==> src/rtl/if_stage.sv <==
// Instruction-fetch stage: owns the PC, drives the instruction-memory address and
// loads the returned word plus PC+4 into the IF/ID register, honouring freeze and branch flush.
module if_stage #(
   parameter logic [31:0] RESET_PC  = 32'd0,
   parameter int          CNT_WIDTH = 32
) (
   input  logic                 clk,
   input  logic                 rst_n,
   input  logic                 freeze,
   input  logic                 branch_taken,
   input  logic [31:0]          branch_addr,
   output logic [31:0]          imem_addr,
   input  logic [31:0]          imem_rdata,
   output logic [31:0]          id_instr,
   output logic [31:0]          id_pc,
   output logic                 id_valid,
   output logic [CNT_WIDTH-1:0] fetch_count
);

   localparam logic [CNT_WIDTH-1:0] CNT_ONE = {{(CNT_WIDTH-1){1'b0}}, 1'b1};
   localparam logic [CNT_WIDTH-1:0] CNT_MAX = {CNT_WIDTH{1'b1}};

   logic [31:0]          pc_q, pc_d;
   logic [31:0]          instr_q, instr_d;
   logic [31:0]          idpc_q, idpc_d;
   logic                 valid_q, valid_d;
   logic [CNT_WIDTH-1:0] cnt_q, cnt_d;
   logic [31:0]          pc_plus4;

   assign pc_plus4  = pc_q + 32'd4;
   assign imem_addr = pc_q;

   // Branch outranks freeze: a taken branch always redirects and flushes.
   always_comb begin
      pc_d    = pc_q;
      instr_d = instr_q;
      idpc_d  = idpc_q;
      valid_d = valid_q;
      cnt_d   = cnt_q;
      if (branch_taken) begin
         pc_d    = {branch_addr[31:2], 2'b00};
         instr_d = 32'd0;
         idpc_d  = 32'd0;
         valid_d = 1'b0;
      end else if (!freeze) begin
         pc_d    = pc_plus4;
         instr_d = imem_rdata;
         idpc_d  = pc_plus4;
         valid_d = 1'b1;
         if (cnt_q != CNT_MAX) begin
            cnt_d = cnt_q + CNT_ONE;
         end
      end
   end

   always_ff @(posedge clk) begin
      if (!rst_n) begin
         pc_q    <= RESET_PC;
         instr_q <= 32'd0;
         idpc_q  <= 32'd0;
         valid_q <= 1'b0;
         cnt_q   <= '0;
      end else begin
         pc_q    <= pc_d;
         instr_q <= instr_d;
         idpc_q  <= idpc_d;
         valid_q <= valid_d;
         cnt_q   <= cnt_d;
      end
   end

   assign id_instr    = instr_q;
   assign id_pc       = idpc_q;
   assign id_valid    = valid_q;
   assign fetch_count = cnt_q;

endmodule

==> config.mk <==
export PLATFORM = sky130hd
export DESIGN_NAME = if_stage
export DESIGN_NICKNAME = d
export VERILOG_FILES = /design/src/rtl/if_stage.sv
export SDC_FILE = /design/constraint.sdc
export NUM_CORES = 1
export LEC_CHECK = 0
export CAP_MARGIN = 10
export CORE_ASPECT_RATIO = 0.6
export CORE_MARGIN = 3
export CORE_UTILIZATION = 25
export DETAILED_ROUTE_END_ITERATION = 8
export GPL_TIMING_DRIVEN = 0
export HOLD_SLACK_MARGIN = 0.15
export PLACE_DENSITY = 0.61
export SKIP_LAST_GASP = 1
export SYNTH_ARGS = -nofsm -noshare
export SYNTH_HDL_FRONTEND = slang
export SYNTH_SLANG_ARGS = --single-unit
==> constraint.sdc <==
create_clock -name clk -period 2.1 [get_ports clk]
set_input_delay 0.525 -clock clk [delete_from_list [all_inputs] [get_ports clk]]
set_output_delay 0.525 -clock clk [all_outputs]
set_load 0.02 [all_outputs]
==> results of run 1 <==
## Yosys cell counts, types with 5 or more instances
master	number	area, µm²
sky130_fd_sc_hd__xor2_1	13	113.9
sky130_fd_sc_hd__dfxtp_1	125	2502
sky130_fd_sc_hd__buf_2	6	30.03
sky130_fd_sc_hd__clkbuf_1	30	112.6
sky130_fd_sc_hd__nor2_1	78	292.8
sky130_fd_sc_hd__mux2i_1	41	410.4
sky130_fd_sc_hd__a21oi_1	52	260.3
sky130_fd_sc_hd__and3_1	8	50.05
sky130_fd_sc_hd__buf_4	5	37.54
sky130_fd_sc_hd__nand4_1	24	150.1
sky130_fd_sc_hd__a31oi_1	14	87.58
sky130_fd_sc_hd__a211oi_1	8	60.06
sky130_fd_sc_hd__nand2b_1	6	37.54
sky130_fd_sc_hd__o21ai_0	68	340.3
sky130_fd_sc_hd__or4_1	5	37.54
sky130_fd_sc_hd__and4_1	5	43.79
sky130_fd_sc_hd__nor3_1	13	65.06
sky130_fd_sc_hd__nor4_1	9	56.30
sky130_fd_sc_hd__nand3_1	20	100.1
sky130_fd_sc_hd__or3_1	24	150.1
sky130_fd_sc_hd__nand2_1	46	172.7
sky130_fd_sc_hd__xnor2_1	34	297.8
sky130_fd_sc_hd__inv_1	8	30.03
## cell type report
type,count,share of cell area
inverters,8,0.003263
clock inverters,8,0.01672
well taps,308,0.04187
flip-flops and latches,125,0.2749
multi-input cells,510,0.3600
plain buffers,44,0.02569
clock buffers,24,0.05343
repair buffers,208,0.2242
## registers in the layout (all words and copies together), names as in the netlist
name,flops
id_instr,32
id_valid,1
imem_addr,30
fetch_count,32
id_pc,30
## cell families after synthesis
group,after synthesis
xor gates and xnor gates,47
other,1
muxes,42
AOI/OAI and AO/OA,160
DFF,125
adders and majority gates,2
buffers and inverters,53
and+or+nand+nor,255
## worst max path at each step
stage	from	end	slack [ns]	depth (start not counted)
2_1_floorplan	fetch_count[24]$_SDFFE_PN0P_	fetch_count[12]$_SDFFE_PN0P_	0.01	5
5_1_grt	fetch_count[13]$_SDFFE_PN0P_	fetch_count[25]$_SDFFE_PN0P_	-0.08	8
6_report	imem_addr[8]$_SDFFE_PN0P_	id_pc[28]$_SDFFE_PP0N_	0.02	6
4_1_cts	fetch_count[5]$_SDFFE_PN0P_	fetch_count[5]	-0.01	1
3_3_place_gp	freeze	id_instr[28]$_SDFFE_PP0N_	-1.13	6
3_5_place_dp	freeze	id_instr[28]$_SDFFE_PP0N_	-1.18	6
## metrics by stage
step             util   TNS, ns
2_1_floorplan       -         0
3_3_place_gp   0.3620    -73.89
3_5_place_dp   0.3620    -77.65
4_1_cts        0.3984  -0.02595
5_1_grt        0.4092   -0.7839
6_report       0.4092         0
## what timing repair did
| action | in CTS | in global routing |
|---|---|---|
| setup endpoints to repair | 123 | 95 |
| hold buffers | 0 | 0 |
| pin swaps | 4 | 10 |
| resized for setup | 48 | 53 |
| buffers inserted | 6 | 13 |
## where the power goes
group | total, W | internal [W] | switching, W
registers | 0.00255 | 0.00246 | 0.0000969
logic | 0.000794 | 0.000375 | 0.000419
clock network | 0.00327 | 0.00212 | 0.00115
total | 0.00662 | 0.00496 | 0.00167
## critical path, stage by stage (launching register included)
cell and delay [ns]:
sky130_fd_sc_hd__dfxtp_2 0.35, sky130_fd_sc_hd__buf_6 0.13, sky130_fd_sc_hd__nand4_1 0.22, sky130_fd_sc_hd__or4_4 0.61, sky130_fd_sc_hd__nor4_4 0.24, sky130_fd_sc_hd__mux2i_1 0.30, sky130_fd_sc_hd__o211a_1 0.17
## layer usage
layer  track usage  wire [µm]  share of wire  vias up
li1              -          -              -     2923
met3       0.07130       2235           0.10       23
met2        0.2303       8656           0.39      243
met5             0         43         0.0019        -
met4       0.03882        184         0.0083        6
met1        0.2518      11020           0.50     2878
==> results_tabular.tex, run 1 <==
\begin{tabular}{lr}
\hline
Metric & Value \\
\hline
\multicolumn{2}{l}{\textbf{Detailed routing}} \\
\quad Vias per cell & slightly below 5 \\
\quad 1st-iter DRT viols & roughly 380 \\
\quad Vias & about 6k \\
\quad First-pass DRT Iterations & 6 \\
\quad WL/cell & 17.93 µm \\
\quad Remaining design rule violation count & 0 \\
\quad Total wire length & 22140 µm \\
\quad Antenna viol nets, final & 0 \\
\multicolumn{2}{l}{\textbf{Timing}} \\
\quad Achievable clock frequency & 0.4800 GHz \\
\quad Number of endpoints failing setup at the final stage & 0 \\
\quad Setup repair after global routing missed its margin & yes \\
\quad Fraction of the cycle the final worst path needs & 0.9920 \\
\quad Slew @ Worst Pin & approximately 0.67 ns \\
\quad Shortest period the worst path allows & 2.083 ns \\
\quad Number of pins exceeding their max-slew limit in the final report & 0 \\
\quad Hold violation total from the final report & 0 \\
\quad Final WS setup & 0.01680 ns \\
\quad Smallest hold slack & 0.4651 ns \\
\quad Final setup skew & 0.01422 ns \\
\quad Relative slew slack & 0.5526 \\
\multicolumn{2}{l}{\textbf{Run status}} \\
\quad Result of the run & complete, no violations \\
\multicolumn{2}{l}{\textbf{Cells and area}} \\
\quad Layout cell share with drive strength beyond 1 & 0.1381 \\
\quad Number of cells in the finished layout apart from fillers & around 1.2k \\
\quad Top library cells by usage in the layout, fill and taps aside & sky130\_fd\_sc\_hd\_\_clkdlybuf4s50\_1, sky130\_fd\_sc\_hd\_\_dfxtp\_1, sky130\_fd\_sc\_hd\_\_nor2\_1 \\
\quad Leading cell type in the layout, fill and taps excluded & sky130\_fd\_sc\_hd\_\_clkdlybuf4s50\_1 \\
\quad Fin nets & 984 \\
\quad Area added between synthesis and finish & 57.28\% \\
\quad Antenna diode instance count & 0 \\
\quad Fillers & 2282 \\
\quad Final standard cell area without fillers & slightly above 9000 µm² \\
\quad Multi-input logic area & 3313 µm² \\
\quad Reg area & about 2500 µm² \\
\multicolumn{2}{l}{\textbf{Power and ir drop}} \\
\quad Final Total Pwr & approximately 0.0066 W \\
\quad Static leakage & 3.570 nW \\
\quad Maximum resistive drop on vdd & between 0.0005 and 0.0006 V \\
\quad Ratio of total power to cell area & 719.6 nW/µm² \\
\multicolumn{2}{l}{\textbf{Logic synthesis}} \\
\quad Complex-gate fraction of the synthesized area & 0.1591 \\
\quad Yosys cell types & 55 \\
\quad Adder-cell share of the synthesized area & 0.004276 \\
\quad Post-Synth XOR/XNOR Area & 0.07034 \\
\quad Asr flop ratio synth & 0 \\
\quad Count of warnings emitted by yosys & 0 \\
\quad Dominant combinational cell family by area after synthesis & simple AND/OR/NAND/NOR gates \\
\quad Mapped Area & 5852 µm² \\
\quad Share of cell area taken by muxes after synthesis & 0.07205 \\
\quad Most used flip-flop cell after synthesis & sky130\_fd\_sc\_hd\_\_dfxtp\_1 \\
\quad Mapped Cells & roughly 690 \\
\quad Area share of and/or/nand/nor cells after synthesis & 0.2254 \\
\quad Flip-flop and latch count after synthesis & about 130 \\
\quad Post-synth EDFFs & 0 \\
\quad Proportion of synthesized chip area in sequential cells & 0.4276 \\
\quad Mean instance size in the synthesized netlist & 8.543 µm² \\
\multicolumn{2}{l}{\textbf{Worst hold path}} \\
\quad Hold-critical path depth & 2 \\
\quad Worst min path class & flop to flop \\
\quad Hold path startpoint & id\_pc[4]\$\_SDFFE\_PP0N\_ \\
\quad End of the worst hold path & id\_pc[4]\$\_SDFFE\_PP0N\_ \\
\multicolumn{2}{l}{\textbf{Placement}} \\
\quad Placer congestion estimate & 0.8693 \\
\quad Post-detail-place hpwl & 16270 µm \\
\quad Dpl cells & 1185 \\
\quad Worst setup slack before clock tree synthesis & -1.181 ns \\
\quad \# port buffers & 189 \\
\quad Post-Place Cell Area & 8143 µm² \\
\multicolumn{2}{l}{\textbf{Critical path}} \\
\quad Critical Path AT & between 2 and 2.5 ns \\
\quad Launching point of the worst reg2reg path & imem\_addr[8]\$\_SDFFE\_PN0P\_ \\
\quad Number of cell instances on the worst register-to-register path & 6 \\
\quad Endpoint of the worst register-to-register path & id\_pc[28]\$\_SDFFE\_PP0N\_ \\
\quad Worst setup slack for register-to-register paths & between 0.015 and 0.02 ns \\
\quad Type of element launching the critical path & flop \\
\quad CP endpoint kind & flop \\
\quad Maximum fanout along the worst path & 8 \\
\quad Worst path required time & 2.47 ns \\
\quad Worst Path Class, Setup & flop to flop \\
\multicolumn{2}{l}{\textbf{CTS}} \\
\quad Skew-Pair Late Insertion Delay & 0.42 ns \\
\quad Clock net sink count & 125 \\
\quad CTS H-tree lvls & 4 \\
\quad Maximum buffer depth of the clock tree & 2 \\
\quad Library cell used as clock root buffer & sky130\_fd\_sc\_hd\_\_clkbuf\_16 \\
\quad Clk pin slew, worst setup/hold paths & roughly 0.060 ns \\
\quad CTS Buf Count & 17 \\
\quad CTS tree & yes \\
\multicolumn{2}{l}{\textbf{Global routing}} \\
\quad Wire length of the first global-routing pass & 33890 µm \\
\quad GRT Overall Usage & 0.1716 \\
\quad Number of global-route vias before repair & 5782 \\
\quad Pin count of the biggest net entering global routing & 17 \\
\quad Antenna violations before repair & 3 \\
\quad Residual overflow from global routing & 0 \\
\multicolumn{2}{l}{\textbf{Die}} \\
\quad Total number of placement rows & 42 \\
\quad Initial standard-cell utilization of the core & 0.2602 \\
\quad Height of the die & about 120 µm \\
\quad Area enclosed by the die boundary & 25340 µm² \\
\quad IO Count & between 150 and 200 \\
\quad Horizontal die dimension & $\sim$200 µm \\
\quad Core area & roughly 22000 µm² \\
\multicolumn{2}{l}{\textbf{Run}} \\
\quad Max-cap violation count & 0 \\
\hline
\end{tabular}
(Power assumes the default switching activity.)
==> inputs of run 2 (changes only) <==
--- a/config.mk
+++ b/config.mk
@@ -8,11 +8,11 @@
 export CAP_MARGIN = 10
 export CORE_ASPECT_RATIO = 0.6
 export CORE_MARGIN = 3
-export CORE_UTILIZATION = 25
+export CORE_UTILIZATION = 42
 export DETAILED_ROUTE_END_ITERATION = 8
 export GPL_TIMING_DRIVEN = 0
 export HOLD_SLACK_MARGIN = 0.15
-export PLACE_DENSITY = 0.61
+export PLACE_DENSITY = 0.88
 export SKIP_LAST_GASP = 1
 export SYNTH_ARGS = -nofsm -noshare
 export SYNTH_HDL_FRONTEND = slang
==> run 2 against run 1 <==
Net effect: the flow now finishes with violations (negative setup slack); combinational power hardly changed; sequential share of layout area is 0.57 points higher; first-iteration DRC count rose by 62%; design area down 2.3%; via count grew 4.1%; clock skew decreased by 0.0043 ns; sequential cell count is the same; core utilization up 27 points; power is 3.5% lower; wire length down 6.6%.
==> results_tabular.tex, run 2 (synthesis gave the netlist of run 1 again) <==
\begin{tabular}{lr}
\hline
Metric & Value \\
\hline
\multicolumn{2}{l}{\textbf{Critical path}} \\
\quad Number of cell instances on the worst register-to-register path & 5 \\
\quad Type of element launching the critical path & flop \\
\quad Critical Path Source & imem\_addr[10]\$\_SDFFE\_PN0P\_ \\
\quad CP endpoint kind & flop \\
\quad Endpoint of the worst register-to-register path & id\_pc[28]\$\_SDFFE\_PP0N\_ \\
\quad Worst Setup EP & id\_pc[28]\$\_SDFFE\_PP0N\_ \\
\quad Worst Path Class, Setup & flop to flop \\
\quad Critical Path AT & 2.48 ns \\
\quad Maximum fanout along the worst path & 6 \\
\quad Worst setup slack for register-to-register paths & -0.02 ns \\
\quad Launching point of the worst reg2reg path & imem\_addr[10]\$\_SDFFE\_PN0P\_ \\
\quad Worst path required time & 2.46 ns \\
\multicolumn{2}{l}{\textbf{Cells and area}} \\
\quad Multi-input logic area & 3302 µm² \\
\quad Leading cell type in the layout, fill and taps excluded & sky130\_fd\_sc\_hd\_\_clkdlybuf4s50\_1 \\
\quad Reg area & 2522 µm² \\
\quad Fin util & 0.6804 \\
\quad Fin nets & between 900 and 1k \\
\quad Final standard cell area without fillers & 8990 µm² \\
\quad Antenna diode instance count & 0 \\
\quad Area added between synthesis and finish & 53.62\% \\
\quad Fillers & 1014 \\
\quad Layout cell share with drive strength beyond 1 & 0.1313 \\
\quad Top library cells by usage in the layout, fill and taps aside & sky130\_fd\_sc\_hd\_\_clkdlybuf4s50\_1, sky130\_fd\_sc\_hd\_\_dfxtp\_1, sky130\_fd\_sc\_hd\_\_nor2\_1 \\
\multicolumn{2}{l}{\textbf{Die}} \\
\quad Height of the die & 97.43 µm \\
\quad IO Count & 197 \\
\quad Initial standard-cell utilization of the core & 0.4429 \\
\quad Total number of placement rows & 32 \\
\quad Area enclosed by the die boundary & 15430 µm² \\
\quad Horizontal die dimension & 158.4 µm \\
\quad Core area & 13210 µm² \\
\multicolumn{2}{l}{\textbf{Timing}} \\
\quad Number of endpoints failing setup at the final stage & 2 \\
\quad Hold violation total from the final report & 0 \\
\quad Achievable clock frequency & 0.4720 GHz \\
\quad Setup repair after global routing missed its margin & yes \\
\quad Fraction of the cycle the final worst path needs & 1.009 \\
\quad Final WS setup & -0.01871 ns \\
\quad Shortest period the worst path allows & approximately 2.1 ns \\
\quad Relative slew slack & 0.5665 \\
\quad Smallest hold slack & 0.4653 ns \\
\quad Slew @ Worst Pin & 0.6479 ns \\
\quad TNS Setup & -0.02538 ns \\
\quad Final setup skew & 0.009954 ns \\
\quad Number of pins exceeding their max-slew limit in the final report & 0 \\
\multicolumn{2}{l}{\textbf{Detailed routing}} \\
\quad Total wire length & 20680 µm \\
\quad Remaining design rule violation count & 0 \\
\quad First-pass DRT Iterations & 5 \\
\quad Vias & 6325 \\
\quad Vias per cell & 5.755 \\
\quad WL/cell & 18.82 µm \\
\quad Antenna viol nets, final & 0 \\
\quad 1st-iter DRT viols & 611 \\
\multicolumn{2}{l}{\textbf{Global routing}} \\
\quad Number of global-route vias before repair & 5711 \\
\quad GRT Overall Usage & 0.2526 \\
\quad Antenna violations before repair & 1 \\
\quad Residual overflow from global routing & 0 \\
\quad Pin count of the biggest net entering global routing & 17 \\
\quad Wire length of the first global-routing pass & 30750 µm \\
\multicolumn{2}{l}{\textbf{Run}} \\
\quad Max-cap violation count & 0 \\
\multicolumn{2}{l}{\textbf{Power and ir drop}} \\
\quad Static leakage & 3.446 nW \\
\quad Final Total Pwr & 0.006390 W \\
\quad Ratio of total power to cell area & 710.8 nW/µm² \\
\quad Maximum resistive drop on vdd & between 0.0005 and 0.0006 V \\
\multicolumn{2}{l}{\textbf{Placement}} \\
\quad \# port buffers & 189 \\
\quad Post-detail-place hpwl & around 15000 µm \\
\quad Post-Place Cell Area & 7970 µm² \\
\quad Placer congestion estimate & 0.9344 \\
\multicolumn{2}{l}{\textbf{Run status}} \\
\quad Result of the run & complete, but fails checks \\
\quad Violations in the final reports & negative setup slack \\
\multicolumn{2}{l}{\textbf{CTS}} \\
\quad Hold\_buf cts & 0 \\
\quad Clock net sink count & 125 \\
\quad CTS tree & yes \\
\quad Skew-Pair Late Insertion Delay & 0.41 ns \\
\quad Clk pin slew, worst setup/hold paths & 0.06 ns \\
\quad CTS Buf Count & 17 \\
\quad Library cell used as clock root buffer & sky130\_fd\_sc\_hd\_\_clkbuf\_16 \\
\quad Maximum buffer depth of the clock tree & 2 \\
\quad CTS H-tree lvls & 4 \\
\multicolumn{2}{l}{\textbf{Worst hold path}} \\
\quad Hold-critical path depth & 2 \\
\quad Worst min path class & flop to flop \\
\hline
\end{tabular}
==> run 2: area by class of cell <==
type | instances | area share
buffer | 44 | 0.02617
clock buffer | 18 | 0.04885
clock inverter | 13 | 0.01823
inverter | 8 | 0.003340
multi-input combinational | 511 | 0.3673
sequential | 125 | 0.2806
tap | 170 | 0.02366
timing repair buffer | 210 | 0.2319
==> run 2: power breakdown <==
| part | switching (W) | leakage, nW | total [W] | internal [W] |
|---|---|---|---|---|
| sequential | 0.0000924 | 1.03 | 0.00255 | 0.00246 |
| clock | 0.00115 | 0.293 | 0.00304 | 0.00190 |
| combinational | 0.000416 | 2.13 | 0.000797 | 0.000381 |
| total | 0.00165 | 3.45 | 0.00639 | 0.00474 |
==> run 2: through the flow <==
| stage | std cells | setup WS, ns |
|---|---|---|
| 6_report | 1099 | -0.01871 |
| 3_3_place_gp | 1047 | -1.036 |
| 4_1_cts | 1083 | -0.02683 |
| 2_1_floorplan | 688 | 0.01414 |
| 3_5_place_dp | 1047 | -1.082 |
| 5_1_grt | 1099 | -0.1162 |
==> run 2: critical path: stages, from the launching register on <==
cell                      delay (ns)
sky130_fd_sc_hd__dfxtp_1        0.46
sky130_fd_sc_hd__nand4_1        0.31
sky130_fd_sc_hd__or4_4          0.62
sky130_fd_sc_hd__nor4_4         0.17
sky130_fd_sc_hd__mux2i_1        0.32
sky130_fd_sc_hd__o211a_1        0.19
==> run 2: how the worst min path moves through the flow <==
stage	startpoint	endpoint
6_report	id_pc[12]$_SDFFE_PP0N_	id_pc[12]$_SDFFE_PP0N_
4_1_cts	id_pc[12]$_SDFFE_PP0N_	id_pc[12]$_SDFFE_PP0N_
3_5_place_dp	id_pc[12]$_SDFFE_PP0N_	id_pc[12]$_SDFFE_PP0N_
3_3_place_gp	id_valid$_SDFFE_PP0N_	id_valid$_SDFFE_PP0N_
2_1_floorplan	id_pc[12]$_SDFFE_PP0N_	id_pc[12]$_SDFFE_PP0N_
5_1_grt	id_pc[12]$_SDFFE_PP0N_	id_pc[12]$_SDFFE_PP0N_
==> run 2: what timing repair did <==
action,4_1_cts,5_1_grt
resized for setup,22,58
pin swaps,4,16
setup buffers,5,16
endpoints found under the setup margin,90,82
gates cloned,0,1
==> run 2: layer usage <==
layer,vias up,wire (µm),part of all wire,global-route usage
met5,-,12,0.00058,0
met4,2,245,0.012,0.06411
met3,33,2748,0.13,0.1028
met2,383,9003,0.44,0.3694
met1,2979,8670,0.42,0.3456
li1,2928,-,-,-
==> inputs of run 3 (changes only) <==
--- a/config.mk
+++ b/config.mk
@@ -6,13 +6,15 @@
 export NUM_CORES = 1
 export LEC_CHECK = 0
 export CAP_MARGIN = 10
+export CELL_PAD_IN_SITES_DETAIL_PLACEMENT = 0
+export CELL_PAD_IN_SITES_GLOBAL_PLACEMENT = 1
 export CORE_ASPECT_RATIO = 0.6
 export CORE_MARGIN = 3
-export CORE_UTILIZATION = 42
+export CORE_UTILIZATION = 30
 export DETAILED_ROUTE_END_ITERATION = 8
 export GPL_TIMING_DRIVEN = 0
 export HOLD_SLACK_MARGIN = 0.15
-export PLACE_DENSITY = 0.88
+export PLACE_DENSITY = 0.86
 export SKIP_LAST_GASP = 1
 export SYNTH_ARGS = -nofsm -noshare
 export SYNTH_HDL_FRONTEND = slang
==> run 3 against run 2 <==
Net effect: the flow now finishes without violations; non-clock buffer count decreased by 3; first-iteration DRC count down 32%; power grew 2.1%; critical path depth fell by 4; largest power group unchanged; clock skew up 0.0030 ns; sequential share of layout area shrank 0.25 points; largest cell class unchanged; highest routed layer unchanged; die area grew 38%.
==> results_tabular.tex, run 3 (synthesis gave the netlist of run 1 again) <==
\begin{tabular}{lr}
\hline
Metric & Value \\
\hline
\multicolumn{2}{l}{\textbf{Run status}} \\
\quad Result of the run & complete, no violations \\
\multicolumn{2}{l}{\textbf{Placement}} \\
\quad Post-Place Cell Area & 8083 µm² \\
\quad Placer congestion estimate & roughly 0.84 \\
\quad Post-detail-place hpwl & 15380 µm \\
\quad \# port buffers & roughly 190 \\
\quad Dpl cells & 1137 \\
\quad Worst setup slack before clock tree synthesis & -1.356 ns \\
\multicolumn{2}{l}{\textbf{Detailed routing}} \\
\quad Remaining design rule violation count & 0 \\
\quad Total wire length & 21280 µm \\
\quad 1st-iter DRT viols & approximately 420 \\
\quad Antenna viol nets, final & 0 \\
\quad Vias per cell & around 5 \\
\quad Vias & between 6k and 7k \\
\quad WL/cell & around 18 µm \\
\quad First-pass DRT Iterations & 5 \\
\multicolumn{2}{l}{\textbf{CTS}} \\
\quad Hold\_buf cts & 0 \\
\quad Maximum buffer depth of the clock tree & 2 \\
\quad Clock net sink count & 125 \\
\quad CTS H-tree lvls & 4 \\
\quad Clk pin slew, worst setup/hold paths & 0.06 ns \\
\quad CTS tree & yes \\
\quad CTS Buf Count & 17 \\
\quad Library cell used as clock root buffer & sky130\_fd\_sc\_hd\_\_clkbuf\_16 \\
\quad Skew-Pair Late Insertion Delay & about 0.41 ns \\
\multicolumn{2}{l}{\textbf{Worst hold path}} \\
\quad Hold-critical path depth & 2 \\
\quad Hold path startpoint & id\_pc[4]\$\_SDFFE\_PP0N\_ \\
\quad Worst min path class & flop to flop \\
\quad End of the worst hold path & id\_pc[4]\$\_SDFFE\_PP0N\_ \\
\multicolumn{2}{l}{\textbf{Critical path}} \\
\quad Worst path max stage delay & between 0.6 and 0.7 ns \\
\quad Ordered list of cells on the worst path & clkdlybuf4s50\_1 \\
\quad Type of element launching the critical path & flop \\
\quad Worst setup slack for register-to-register paths & 0.05 ns \\
\quad Launching point of the worst reg2reg path & fetch\_count[13]\$\_SDFFE\_PN0P\_ \\
\quad Number of cell instances on the worst register-to-register path & 8 \\
\quad Buffer and inverter count on the worst path & 1 \\
\quad Maximum fanout along the worst path & 5 \\
\quad Crit-path leading delay family & buffers and inverters \\
\quad Worst Path Class, Setup & flop to primary output \\
\quad Critical-path cell with the highest stage delay & sky130\_fd\_sc\_hd\_\_clkdlybuf4s50\_1 \\
\quad Critical Path AT & 1.52 ns \\
\quad CP endpoint kind & primary output \\
\quad Endpoint of the worst register-to-register path & fetch\_count[25]\$\_SDFFE\_PN0P\_ \\
\quad Worst path required time & 1.57 ns \\
\multicolumn{2}{l}{\textbf{Cells and area}} \\
\quad Number of cells in the finished layout apart from fillers & 1187 \\
\quad Layout cell share with drive strength beyond 1 & 0.1413 \\
\quad Top library cells by usage in the layout, fill and taps aside & sky130\_fd\_sc\_hd\_\_clkdlybuf4s50\_1, sky130\_fd\_sc\_hd\_\_dfxtp\_1, sky130\_fd\_sc\_hd\_\_nor2\_1 \\
\quad Fin util & 0.4894 \\
\quad Final standard cell area without fillers & 9099 µm² \\
\quad Fillers & 1768 \\
\quad Area added between synthesis and finish & 55.48\% \\
\quad Fin nets & 984 \\
\quad Leading cell type in the layout, fill and taps excluded & sky130\_fd\_sc\_hd\_\_clkdlybuf4s50\_1 \\
\quad Antenna diode instance count & 0 \\
\multicolumn{2}{l}{\textbf{Die}} \\
\quad Height of the die & 114.2 µm \\
\quad Initial standard-cell utilization of the core & 0.3148 \\
\quad Area enclosed by the die boundary & approximately 21000 µm² \\
\quad Total number of placement rows & 38 \\
\quad IO Count & 197 \\
\quad Core area & roughly 19000 µm² \\
\quad Horizontal die dimension & around 190 µm \\
\multicolumn{2}{l}{\textbf{Power and ir drop}} \\
\quad Maximum resistive drop on vdd & 0.0004355 V \\
\quad Static leakage & 3.399 nW \\
\quad Ratio of total power to cell area & a little over 700 nW/µm² \\
\multicolumn{2}{l}{\textbf{Global routing}} \\
\quad GRT Overall Usage & 0.1934 \\
\quad Wire length of the first global-routing pass & 32620 µm \\
\quad Antenna violations before repair & 1 \\
\quad Number of global-route vias before repair & 5692 \\
\quad Pin count of the biggest net entering global routing & 17 \\
\quad Residual overflow from global routing & 0 \\
\multicolumn{2}{l}{\textbf{Timing}} \\
\quad Setup repair after global routing missed its margin & yes \\
\quad Final WS setup & 0.05225 ns \\
\quad Fraction of the cycle the final worst path needs & 0.9751 \\
\quad Relative slew slack & 0.5573 \\
\quad Shortest period the worst path allows & around 2.0 ns \\
\quad Number of pins exceeding their max-slew limit in the final report & 0 \\
\quad Final setup skew & between 0.01 and 0.015 ns \\
\quad Achievable clock frequency & a little under 0.5 GHz \\
\quad Slew @ Worst Pin & 0.6640 ns \\
\quad Hold violation total from the final report & 0 \\
\quad Number of endpoints failing setup at the final stage & 0 \\
\quad Smallest hold slack & 0.4643 ns \\
\multicolumn{2}{l}{\textbf{Run}} \\
\quad Max-cap violation count & 0 \\
\hline
\end{tabular}
run 3: area by class of cell:
cell class / count / area, µm² / share of cell area
Buffer: 44 / 237.7 / 0.02613
Clock buffer: 18 / 439.2 / 0.04827
Clock inverter: 14 / 183.9 / 0.02021
Inverter: 8 / 30.03 / 0.003300
Multi-Input combinational cell: 511 / 3309 / 0.3637
Sequential cell: 125 / 2530 / 0.2781
Tap cell: 260 / 325.3 / 0.03575
Timing Repair Buffer: 207 / 2043 / 0.2246
run 3: worst min-delay path: cells and delay by family (launching register included):
family	cells	cell delay, ns
flip-flops	1	0.31
AND/OR/NAND/NOR	1	0.06
AO/OA/AOI/OAI	1	0.05
run 3: what timing repair did:
| item | 4_1_cts | 5_1_grt |
|---|---|---|
| gates cloned | 0 | 1 |
| buffers inserted | 5 | 13 |
| pin swaps | 3 | 18 |
| gates resized for setup | 34 | 54 |
| endpoints found under the setup margin | 112 | 86 |
run 3: how the worst max path moves through the flow:
stage | startpoint | endpoint | slack, ns | depth (start not counted)
2_1_floorplan | fetch_count[24]$_SDFFE_PN0P_ | fetch_count[12]$_SDFFE_PN0P_ | 0.01 | 5
4_1_cts | fetch_count[1]$_SDFFE_PN0P_ | fetch_count[5]$_SDFFE_PN0P_ | -0.01 | 7
6_report | imem_addr[16]$_SDFFE_PN0P_ | imem_addr[16] | 0.05 | 1
3_3_place_gp | freeze | id_instr[30]$_SDFFE_PP0N_ | -1.26 | 6
5_1_grt | imem_addr[6]$_SDFFE_PN0P_ | imem_addr[29]$_SDFFE_PN0P_ | -0.06 | 6
3_5_place_dp | freeze | id_instr[28]$_SDFFE_PP0N_ | -1.36 | 6
run 3: metrics by stage:
| step | setup TNS [ns] | power, W |
|---|---|---|
| floorplan | 0 | 0.002966 |
| finish | 0 | 0.006523 |
| global placement | -74.03 | 0.003379 |
| CTS | -0.01088 | 0.006551 |
| global route | -0.2428 | 0.006748 |
| detailed placement | -78.30 | 0.003385 |
run 3: per-layer routing:
metal	GRT usage	routed length, µm
met5	0	20
met4	0.03120	82
met2	0.2771	8720
met1	0.2820	10540
met3	0.06913	1913
run 3: where the power goes:
part	internal, W	switching [W]
sequential	0.00246	0.0000971
combinational	0.000381	0.000414
clock	0.00193	0.00125
